===== config.mk =====
export PLATFORM = sky130hd
export DESIGN_NAME = cpu_bus_sequencer_flat
export DESIGN_NICKNAME = d
export VERILOG_FILES = /design/src/rtl/cpu_bus_sequencer_pkg.sv /design/src/rtl/cpu_bus_sequencer_if.sv /design/src/rtl/cpu_bus_sequencer_phase_gen.sv /design/src/rtl/cpu_bus_sequencer.sv /design/src/flat_wrapper.sv
export SDC_FILE = /design/constraint.sdc
export NUM_CORES = 1
export LEC_CHECK = 0
export BUFFER_PORTS_ARGS = -buffer_cell sky130_fd_sc_hd__buf_2
export CAP_MARGIN = 20
export CORE_ASPECT_RATIO = 0.7
export CORE_MARGIN = 10
export CORE_UTILIZATION = 47
export CTS_CLUSTER_SIZE = 12
export DETAILED_ROUTE_END_ITERATION = 16
export GPL_ROUTABILITY_DRIVEN = 0
export PLACE_DENSITY = 0.8
export SYNTH_ARGS = -nofsm -noshare
export SYNTH_HDL_FRONTEND = slang
export SYNTH_SLANG_ARGS = --single-unit

===== constraint.sdc =====
create_clock -name clock -period 2.1 [get_ports clock]
set_input_delay 0.42 -clock clock [delete_from_list [all_inputs] [get_ports clock]]
set_output_delay 0.42 -clock clock [all_outputs]
set_load 0.05 [all_outputs]

===== src/rtl/cpu_bus_sequencer_pkg.sv =====
`default_nettype none
// ============================================================================
// Module   : nes_bus_pkg
// Purpose  : Shared types and constants for the CPU-side bus sequencer.
// Revision : 1.0 - initial release
// ============================================================================
package nes_bus_pkg;

  // Owner/activity of the current CPU bus cycle
  typedef enum logic [2:0] {
    IDLE  = 3'd0,
    HALT  = 3'd1,
    ALIGN = 3'd2,
    READ  = 3'd3,
    WRITE = 3'd4
  } bus_state_t;

  localparam int          CPU_CLK_DIV   = 12;
  localparam logic [15:0] RESET_VECTOR  = 16'hFFFC;
  localparam logic [15:0] DMA_REG_ADDR  = 16'h4014;
  localparam logic [15:0] OAM_DATA_ADDR = 16'h2004;

endpackage
`default_nettype wire


===== src/rtl/cpu_bus_sequencer_if.sv =====
`default_nettype none
// ============================================================================
// Module   : cpu_bus_sequencer_if
// Purpose  : CPU-core and decoder-side signals of the bus sequencer.
// Revision : 1.0 - initial release
// ============================================================================
interface cpu_bus_sequencer_if;
  logic [15:0] cpu_addr;
  logic [7:0]  cpu_wdata;
  logic        cpu_rw;
  logic        cpu_step;
  logic [7:0]  cpu_rdata;
  logic [15:0] bus_addr;
  logic [7:0]  bus_dout;
  logic        bus_rw;
  logic [7:0]  bus_din;
  logic        dma_active;
  logic        cycle_odd;

  // Sequencer side: owns the bus toward the decoder
  modport master (
    input  cpu_addr, cpu_wdata, cpu_rw, bus_din,
    output cpu_step, cpu_rdata, bus_addr, bus_dout, bus_rw, dma_active, cycle_odd
  );

  // CPU core / decoder side
  modport slave (
    output cpu_addr, cpu_wdata, cpu_rw, bus_din,
    input  cpu_step, cpu_rdata, bus_addr, bus_dout, bus_rw, dma_active, cycle_odd
  );
endinterface
`default_nettype wire


===== src/rtl/cpu_bus_sequencer_phase_gen.sv =====
`default_nettype none
// ============================================================================
// Module   : cpu_phase_gen
// Purpose  : Divides the master clock into CPU bus cycles; flags the first
//            and last master clock of each cycle and tracks cycle parity.
// Revision : 1.0 - initial release
// ============================================================================
module cpu_phase_gen #(
  parameter int CLK_DIV = 12
) (
  input  logic clock,
  input  logic reset,
  output logic cycle_start_o,
  output logic cycle_end_o,
  output logic cycle_odd_o
);

  localparam int             PH_W    = (CLK_DIV > 1) ? $clog2(CLK_DIV) : 1;
  localparam logic [PH_W-1:0] PH_LAST = PH_W'(CLK_DIV - 1);

  logic [PH_W-1:0] ph_q;
  logic            odd_q;

  // Free-running phase counter; parity flips as each bus cycle finishes
  always_ff @(posedge clock or negedge reset) begin
    if (!reset) begin
      ph_q  <= '0;
      odd_q <= 1'b0;
    end else if (ph_q == PH_LAST) begin
      ph_q  <= '0;
      odd_q <= ~odd_q;
    end else begin
      ph_q  <= ph_q + PH_W'(1);
    end
  end

  assign cycle_start_o = (ph_q == '0);
  assign cycle_end_o   = (ph_q == PH_LAST);
  assign cycle_odd_o   = odd_q;

endmodule
`default_nettype wire


===== src/rtl/cpu_bus_sequencer.sv =====
`default_nettype none
// ============================================================================
// Module   : cpu_bus_sequencer
// Purpose  : Paces the CPU core in bus cycles and arbitrates the system bus
//            between the CPU and the OAM DMA engine started by a $4014 write.
// Revision : 1.0 - initial release
// ============================================================================
module cpu_bus_sequencer #(
  parameter int          CLK_DIV       = nes_bus_pkg::CPU_CLK_DIV,
  parameter logic [15:0] DMA_REG_ADDR  = nes_bus_pkg::DMA_REG_ADDR,
  parameter logic [15:0] OAM_DATA_ADDR = nes_bus_pkg::OAM_DATA_ADDR
) (
  input  logic                 clock,
  input  logic                 reset,
  cpu_bus_sequencer_if.master  bus
);
  import nes_bus_pkg::*;

  logic cycle_start, cycle_end, cycle_odd;

  cpu_phase_gen #(.CLK_DIV(CLK_DIV)) u_phase (
    .clock         (clock),
    .reset         (reset),
    .cycle_start_o (cycle_start),
    .cycle_end_o   (cycle_end),
    .cycle_odd_o   (cycle_odd)
  );

  bus_state_t  state_q, state_d;
  logic        pending_q, pending_d;
  logic [7:0]  page_q, page_d;
  logic [7:0]  idx_q, idx_d;
  logic [7:0]  latch_q, latch_d;
  logic [7:0]  rdata_q;
  logic [15:0] bus_addr_q;
  logic [7:0]  bus_dout_q;
  logic        bus_rw_q;
  logic        dma_q;

  // The halt decision needs the CPU's next direction, which is only visible
  // once the core has stepped, so it is taken at the start of that cycle.
  logic       halt_start;
  bus_state_t owner;
  assign halt_start = cycle_start && (state_q == IDLE) && pending_q && bus.cpu_rw;
  assign owner      = halt_start ? HALT : state_q;

  // Next-state logic: DMA trigger capture and arbitration sequencing
  always_comb begin
    state_d   = state_q;
    pending_d = pending_q;
    page_d    = page_q;
    idx_d     = idx_q;
    latch_d   = latch_q;
    if (halt_start) begin
      state_d = HALT;
    end
    if (cycle_end) begin
      case (state_q)
        IDLE: begin
          if (!bus.cpu_rw && (bus.cpu_addr == DMA_REG_ADDR)) begin
            page_d    = bus.cpu_wdata;
            pending_d = 1'b1;
          end
        end
        HALT: begin
          pending_d = 1'b0;
          state_d   = cycle_odd ? ALIGN : READ;
        end
        ALIGN: state_d = READ;
        READ: begin
          latch_d = bus.bus_din;
          state_d = WRITE;
        end
        WRITE: begin
          if (idx_q == 8'hFF) begin
            idx_d   = 8'h00;
            state_d = IDLE;
          end else begin
            idx_d   = idx_q + 8'h01;
            state_d = READ;
          end
        end
        default: state_d = IDLE;
      endcase
    end
  end

  // Bus source selection for the cycle about to start
  logic [15:0] sel_addr;
  logic [7:0]  sel_dout;
  logic        sel_rw;
  always_comb begin
    sel_addr = bus.cpu_addr;
    sel_dout = bus.cpu_wdata;
    sel_rw   = bus.cpu_rw;
    case (owner)
      HALT, ALIGN: sel_rw = 1'b1;
      READ: begin
        sel_addr = {page_q, idx_q};
        sel_dout = bus_dout_q;
        sel_rw   = 1'b1;
      end
      WRITE: begin
        sel_addr = OAM_DATA_ADDR;
        sel_dout = latch_q;
        sel_rw   = 1'b0;
      end
      default: ;
    endcase
  end

  // State, DMA bookkeeping and bus output registers
  always_ff @(posedge clock or negedge reset) begin
    if (!reset) begin
      state_q    <= IDLE;
      pending_q  <= 1'b0;
      page_q     <= 8'h00;
      idx_q      <= 8'h00;
      latch_q    <= 8'h00;
      rdata_q    <= 8'h00;
      bus_addr_q <= RESET_VECTOR;
      bus_dout_q <= 8'h00;
      bus_rw_q   <= 1'b1;
      dma_q      <= 1'b0;
    end else begin
      state_q   <= state_d;
      pending_q <= pending_d;
      page_q    <= page_d;
      idx_q     <= idx_d;
      latch_q   <= latch_d;
      if (cycle_start) begin
        bus_addr_q <= sel_addr;
        bus_dout_q <= sel_dout;
        bus_rw_q   <= sel_rw;
        dma_q      <= (owner != IDLE);
      end
      if (cycle_end) begin
        rdata_q <= bus.bus_din;
      end
    end
  end

  assign bus.cpu_step   = cycle_end && (state_q == IDLE);
  assign bus.cpu_rdata  = rdata_q;
  assign bus.bus_addr   = bus_addr_q;
  assign bus.bus_dout   = bus_dout_q;
  assign bus.bus_rw     = bus_rw_q;
  assign bus.dma_active = dma_q;
  assign bus.cycle_odd  = cycle_odd;

endmodule
`default_nettype wire


===== src/flat_wrapper.sv =====
// flat-port wrapper written by rule: the top's interface ports become plain ports
module cpu_bus_sequencer_flat import nes_bus_pkg::*;
#(
  parameter int          CLK_DIV       = nes_bus_pkg::CPU_CLK_DIV,
  parameter logic [15:0] DMA_REG_ADDR  = nes_bus_pkg::DMA_REG_ADDR,
  parameter logic [15:0] OAM_DATA_ADDR = nes_bus_pkg::OAM_DATA_ADDR
)
  (clock, reset, bus_cpu_addr, bus_cpu_wdata, bus_cpu_rw, bus_bus_din, bus_cpu_step, bus_cpu_rdata, bus_bus_addr, bus_bus_dout, bus_bus_rw, bus_dma_active, bus_cycle_odd);
  cpu_bus_sequencer_if bus_i ();
  input  logic clock;
  input  logic reset;
  input wire logic [$bits(bus_i.cpu_addr)-1:0] bus_cpu_addr;
  input wire logic [$bits(bus_i.cpu_wdata)-1:0] bus_cpu_wdata;
  input wire logic [$bits(bus_i.cpu_rw)-1:0] bus_cpu_rw;
  input wire logic [$bits(bus_i.bus_din)-1:0] bus_bus_din;
  output wire logic [$bits(bus_i.cpu_step)-1:0] bus_cpu_step;
  output wire logic [$bits(bus_i.cpu_rdata)-1:0] bus_cpu_rdata;
  output wire logic [$bits(bus_i.bus_addr)-1:0] bus_bus_addr;
  output wire logic [$bits(bus_i.bus_dout)-1:0] bus_bus_dout;
  output wire logic [$bits(bus_i.bus_rw)-1:0] bus_bus_rw;
  output wire logic [$bits(bus_i.dma_active)-1:0] bus_dma_active;
  output wire logic [$bits(bus_i.cycle_odd)-1:0] bus_cycle_odd;
  assign bus_i.cpu_addr = bus_cpu_addr;
  assign bus_i.cpu_wdata = bus_cpu_wdata;
  assign bus_i.cpu_rw = bus_cpu_rw;
  assign bus_i.bus_din = bus_bus_din;
  assign bus_cpu_step = bus_i.cpu_step;
  assign bus_cpu_rdata = bus_i.cpu_rdata;
  assign bus_bus_addr = bus_i.bus_addr;
  assign bus_bus_dout = bus_i.bus_dout;
  assign bus_bus_rw = bus_i.bus_rw;
  assign bus_dma_active = bus_i.dma_active;
  assign bus_cycle_odd = bus_i.cycle_odd;
  cpu_bus_sequencer #(.CLK_DIV(CLK_DIV), .DMA_REG_ADDR(DMA_REG_ADDR), .OAM_DATA_ADDR(OAM_DATA_ADDR)) u_core (.clock(clock), .reset(reset), .bus(bus_i));
endmodule

### Word level (Yosys, flattened, before mapping)

Cells that the tools add are included.

| word-level totals | value |
|---|---|
| register bits after elaboration | 67 |
| output and inout port bits | 36 |
| logic and storage cells | 56 |

| operators by class | value |
|---|---|
| add/subtract/negate cells | 2 |
| equality and inequality tests | 12 |
| multiplexer cells | 12 |
| bitwise operators | 2 |
| reduce and logical (&&, ||, !) cells | 16 |

Operators with widths:

| kind | count |
|---|---|
| $pmux W16 S2 | 1 |
| $eq A16 B15 Y1 const B | 1 |
| $pmux W8 S2 | 1 |
| $pmux W3 S5 | 1 |
| $eq A3 B2 Y1 const B | 4 |
| $add A8 B1 Y8 const B | 1 |
| $eq A8 B8 Y1 const B | 1 |
| $mux W8 | 1 |
| $eq A3 B1 Y1 const B | 2 |
| $eq A3 B3 Y1 const B | 2 |
| $mux W3 | 2 |
| $reduce_and A2 Y1 | 3 |
| $reduce_and A3 Y1 | 2 |
| $logic_and A1 B1 Y1 | 5 |
| $add A4 B1 Y4 const B | 1 |
| $eq A4 B4 Y1 const B | 1 |
| $logic_not A4 Y1 | 1 |
| $mux W4 | 1 |
| $pmux W1 S2 | 2 |
| $logic_not A3 Y1 | 1 |
| $reduce_bool A3 Y1 | 1 |
| $reduce_or A3 Y1 | 1 |
| $mux W1 | 2 |
| $mux W2 | 1 |
| 4 further kinds | 5 |

### Logic depth before layout (Yosys ltp)

| depth | value |
|---|---|
| depth in word-level cells | 8 |
| mapped depth | 8 |
| mapped depth without buffers | 6 |

### Cells and area by module

Synthesis repeated with hierarchy kept, for this count alone.

| unflattened totals | value |
|---|---|
| cell total of the unflattened synthesis | 259 |
| area total of the unflattened synthesis | 3049.2 um^2 |

Modules (own cells, without submodules):

| module | instances | cells each | area each (um^2) | sequential area each (um^2) |
|---|---|---|---|---|
| cpu_bus_sequencer | 1 | 239 | 2813.9 | 1570.3 |
| cpu_phase_gen | 1 | 20 | 235.2 | 125.1 |

### Worst setup path after synthesis

No wires, ideal clock.

| timing path | value |
|---|---|
| kind | reg2reg |
| start | register u_core.u_phase.ph_q[0] |
| end | register u_core.page_q[0] |
| setup time | 0.125 ns |
| arrival | 1.579 ns |
| required time | 1.975 ns |
| setup slack | 0.396 ns |
| stages on the path, launching flop included | 6 |
| path buffers | 0 |
| clock period less this slack | 1.704 ns |
| path through | dfrtp_1 > ha_1 > and3b_1 > nand2_2 > nor3_4 > mux2_2 |

| on the way | value |
|---|---|
| word-level cells in the longest chain between the ends | 2 |

RTL lines:

| item | line | source |
|---|---|---|
| from (decl) | cpu_bus_sequencer_phase_gen.sv:21 | `logic [PH_W-1:0] ph_q;` |
| from (signal assigned) | cpu_bus_sequencer_phase_gen.sv:33 | `ph_q <= ph_q + PH_W'(1);` |
| $eq A4 B4 Y1 | cpu_bus_sequencer_phase_gen.sv:38 | `assign cycle_end_o = (ph_q == PH_LAST);` |
| $reduce_and A3 Y1 (no line) | -- |  |
| to (signal assigned) | cpu_bus_sequencer.sv:128 | `page_q <= page_d;` |
| to (decl) | cpu_bus_sequencer.sv:31 | `logic [7:0] page_q, page_d;` |

No other way between the ends.
A chain may end at the register's enable or synchronous reset.

### Worst setup path after layout

| timing path | value |
|---|---|
| start | register u_core.u_phase.ph_q[0] |
| end | output port bus_cpu_step |

| on the way | value |
|---|---|
| word-level cells in the longest chain between the ends | 2 |

RTL lines:

| item | line | source |
|---|---|---|
| $eq A4 B4 Y1 | cpu_bus_sequencer_phase_gen.sv:38 |  |
| $logic_and A1 B1 Y1 | cpu_bus_sequencer.sv:143 | `assign bus.cpu_step = cycle_end && (state_q == IDLE);` |
| to (decl) | flat_wrapper.sv:16 | `output wire logic [$bits(bus_i.cpu_step)-1:0] bus_cpu_step;` |

No other way between the ends.

==> results.py <==
metrics = {
    "worst_setup_path": {
        "startpoint": "u_core.u_phase.ph_q[0]$_DFF_PN0_",
        "reg2regPathDepth": 5,
        "r2r_setup_slack_ns": 0.23,
        "cp.buffers_inverters": 2,
        "r2r_end": "u_core.page_q[4]$_DFFE_PN0P_",
        "slowest_stage": "dfrtp_1",
        "crit_end": "bus_cpu_step",
        "path_max_fanout": 4,
        "r2r_start": "u_core.u_phase.ph_q[0]$_DFF_PN0_",
        "endpoint_kind": "output port",
        "worstPathCellList": "ha_2 > and3b_1 > nand2_2 > inv_1 > buf_4",
        "cp.required_ns": 1.68,
        "slowest_delay_ns": 0.40,
        "path_depth": 5,
        "start_kind": "register",
        "crit_family": "flip-flops",
        "worstPathArrival_ns": 1.59,
        "crit_type": "reg2out",
    },
    "global_routing": {
        "grt.overflow.total": 0,
        "grt_pass1_vias": 2469,
        "grt_max_degree": 68,
        "grtUsageTotal_pct": 15.56,
        "grt_pass1_wl_mm": 12.43,
        "antenna_found_initial": 0,
    },
    "floorplanning": {
        "die_height_um": 87.11,
        "core_area_sq_um": 6246,
        "num_io_pins": 71,
        "start_util_pct": 48.42,
        "rows": 24,
        "fp.dieW_um": 115.9,
        "die_area_sq_um": 10090,
    },
    "routing": {
        "routed_via_density": 5.490,
        "drt-pass1-iter-count": 4,
        "routed_wl_mm": 7.564,
        "num_vias": 2443,
        "drcViolationCount": 0,
        "drtAntennaViolNets": 0,
        "wire_per_inst_um": 17.00,
        "drt-initial-drc-count": 128,
    },
    "yosys": {
        "ys.warnings.count": 0,
        "synthFlopType": "dfrtp_1",
        "synthesis.area_sq_um": 3024,
        "synthesis.nets": 328,
        "ys_async_sr_fraction_pct": 100.0,
        "synth_edf_count": 0,
        "synthAdderAreaFrac_pct": 1.241,
        "synth_mux_area_share_pct": 6.661,
        "ys_seq_area_share_pct": 56.06,
        "post_synth_and_or_nand_nor_area_fraction_pct": 19.16,
        "ys_ff_latch": 67,
        "avgSynthCellArea_sq_um": 10.43,
        "synth-compound-area-share_pct": 12.00,
        "synth_xor_area_share_pct": 1.158,
        "syn_inst": 290,
        "yosys.cell_types.count": 48,
        "synth_top_family_by_area": "simple AND/OR/NAND/NOR gates",
    },
    "worst_hold_path": {
        "hold_path.class": "in2async",
    },
    "clocking": {
        "post_cts_buffers": 0,
        "cts.sinks": 67,
        "clk_latency_ns": 0.35,
        "cts_buffers": 9,
        "cts_tree": "done",
        "cts_max_level": 3,
        "root_buffer": "clkbuf_8",
        "clk_pin_slew_worst_paths_ns": 0.08,
        "clockBufferDepth": 2,
    },
    "run": {
        "maxCapViolations": 0,
    },
    "pwr": {
        "powerDensity_nw_per_um2": 733.2,
        "ir_drop_uv": 355.2,
        "power.static_leakage_uw": 0.001754,
    },
    "cells_and_area": {
        "multi_input_area_sq_um": 1224,
        "most-common-layout-cells": "buf_2 (69), nand2_1 (52), dfrtp_1 (52)",
        "fin_nets": 400,
        "layout_commonest_cell": "buf_2",
        "fin_cells": 445,
        "syn2layout_area_growth_pct": 22.09,
        "drive_gt1_share_pct": 37.06,
        "diodes": 0,
        "layout.area.seq_sq_um": 1695,
        "nFillCells": 538,
    },
    "timing": {
        "finalSetupViolCount": 0,
        "finalClockSkew_ns": 0.01277,
        "finalCritPeriodShare_pct": 95.48,
        "tns_ns": 0,
        "layout_min_cycle_time_ns": 2.005,
        "slew_viol_final": 0,
        "max_freq_mhz": 498.7,
        "worst_slew_pin_slew_ns": 0.5260,
        "grt_setup_unrepaired": "false",
        "relSlewSlack_pct": 64.94,
        "hold_viol_final": 0,
    },
    "placed_design": {
        "hpwl_mm": 5.617,
        "io_buffers": 70,
        "dp.cells": 429,
    },
    "outcome": {
        "status": "complete, no violations",
    },
}
==> worst register-to-register path, cell delays in order, from the launching register on <==
cell	delay (ns)
dfrtp_1	0.40
ha_2	0.23
and3b_1	0.20
nand2_2	0.09
nor3_4	0.43
mux2_2	0.39
==> where the power goes <==
part,switching [uW],leakage [uW],internal [uW]
sequential,11.7,0.000806,1310
combinational,124,0.000834,53.3
clock,526,0.000114,679
total,661,0.00175,2050
==> worst min path at each step <==
| stage | start | endpoint | cells after the start |
|---|---|---|---|
| 2_1_floorplan | reset | u_core.bus.bus_addr[0]$_DFFE_PN0N_ | 0 |
| 3_3_place_gp | u_core.bus.cpu_rdata[3]$_DFFE_PN0P_ | u_core.bus.cpu_rdata[3]$_DFFE_PN0P_ | 2 |
| 3_5_place_dp | u_core.bus.cpu_rdata[5]$_DFFE_PN0P_ | u_core.bus.cpu_rdata[5]$_DFFE_PN0P_ | 2 |
| 4_1_cts | reset | u_core.bus.bus_addr[1]$_DFFE_PN0N_ | 2 |
| 5_1_grt | reset | u_core.idx_q[0]$_DFFE_PN0P_ | 2 |
| 6_report | reset | u_core.idx_q[0]$_DFFE_PN0P_ | 2 |
==> cells by family (layout without fill, tap and decap cells) <==
family / count (synthesis) / after routing
fa+ha+maj: 3 / 3
simple gates: 117 / 117
mux: 18 / 18
compound gates: 57 / 57
buf+inv: 24 / 101
flops: 67 / 67
xor+xnor: 4 / 4
==> final cells by class <==
cell class                      instances  share of cell area, %
Timing Repair Buffer                   78                  11.52
Multi-Input combinational cell        199                  33.14
Inverter                                7                 0.7116
Sequential cell                        67                  45.92
Clock buffer                            9                  3.355
Tap cell                               78                  2.643
Clock inverter                          7                  2.711
==> per-stage QoR <==
| stage | worst slack, ns | util (%) | hold slack [ns] | area, sq um | power [uW] |
|---|---|---|---|---|---|
| floorplan | 0.3959 | - | 0.1244 | 3024 | 1431 |
| global placement | 0.2323 | 55.45 | 0.4528 | 3463 | 1527 |
| detailed placement | 0.1691 | 55.45 | 0.4566 | 3463 | 1530 |
| CTS | 0.01153 | 59.03 | 0.09648 | 3687 | 2730 |
| global route | 0.001200 | 59.11 | 0.1098 | 3692 | 2810 |
| finish | 0.09489 | 59.11 | 0.08998 | 3692 | 2707 |
==> repair_timing <==
item                       CTS  global route
hold buffers                 0             0
resized for setup            0             3
setup endpoints to repair    0             1
==> cell usage after synthesis (3+ instances only) <==
cell       n  area share [%]
nor3_1     3            0.50
nand3_1    9             1.5
a31oi_1   10             2.1
a21oi_1   16             2.6
clkbuf_1   4            0.50
nand4_1    3            0.62
ha_1       3             1.2
a22oi_1   14             3.5
mux2_2    17             6.3
dfrtp_1   52              43
nand2_1   52             6.5
o21ai_0    7             1.2
inv_1      7            0.87
buf_2      7             1.2
xnor2_1    3            0.87
nor2_1    27             3.4
dfstp_2   15              13
nand2b_1   3            0.62
==> state kept, by name, summed over array words and instances (netlist names) <==
name                        cells
u_core.bus.bus_addr            16
u_core.state_q                  3
u_core.bus.bus_rw               1
u_core.pending_q                1
u_core.bus.dma_active           1
u_core.u_phase.cycle_odd_o      1
u_core.u_phase.ph_q             4
u_core.bus.cpu_rdata            8
u_core.idx_q                    8
u_core.latch_q                  8
u_core.page_q                   8
u_core.bus.bus_dout             8
==> per-layer routing <==
metal / share of wire (%) / track usage [%] / routed length (um) / vias to the layer above
li1: - / - / - / 1158
met1: 42 / 19.36 / 3206 / 1193
met2: 49 / 24.83 / 3697 / 82
met3: 7.5 / 5.992 / 566 / 10
met4: 1.2 / 4.077 / 93 / 0
met5: 0 / 0 / 0 / -
No activity file was read; power rests on OpenSTA's default activity.
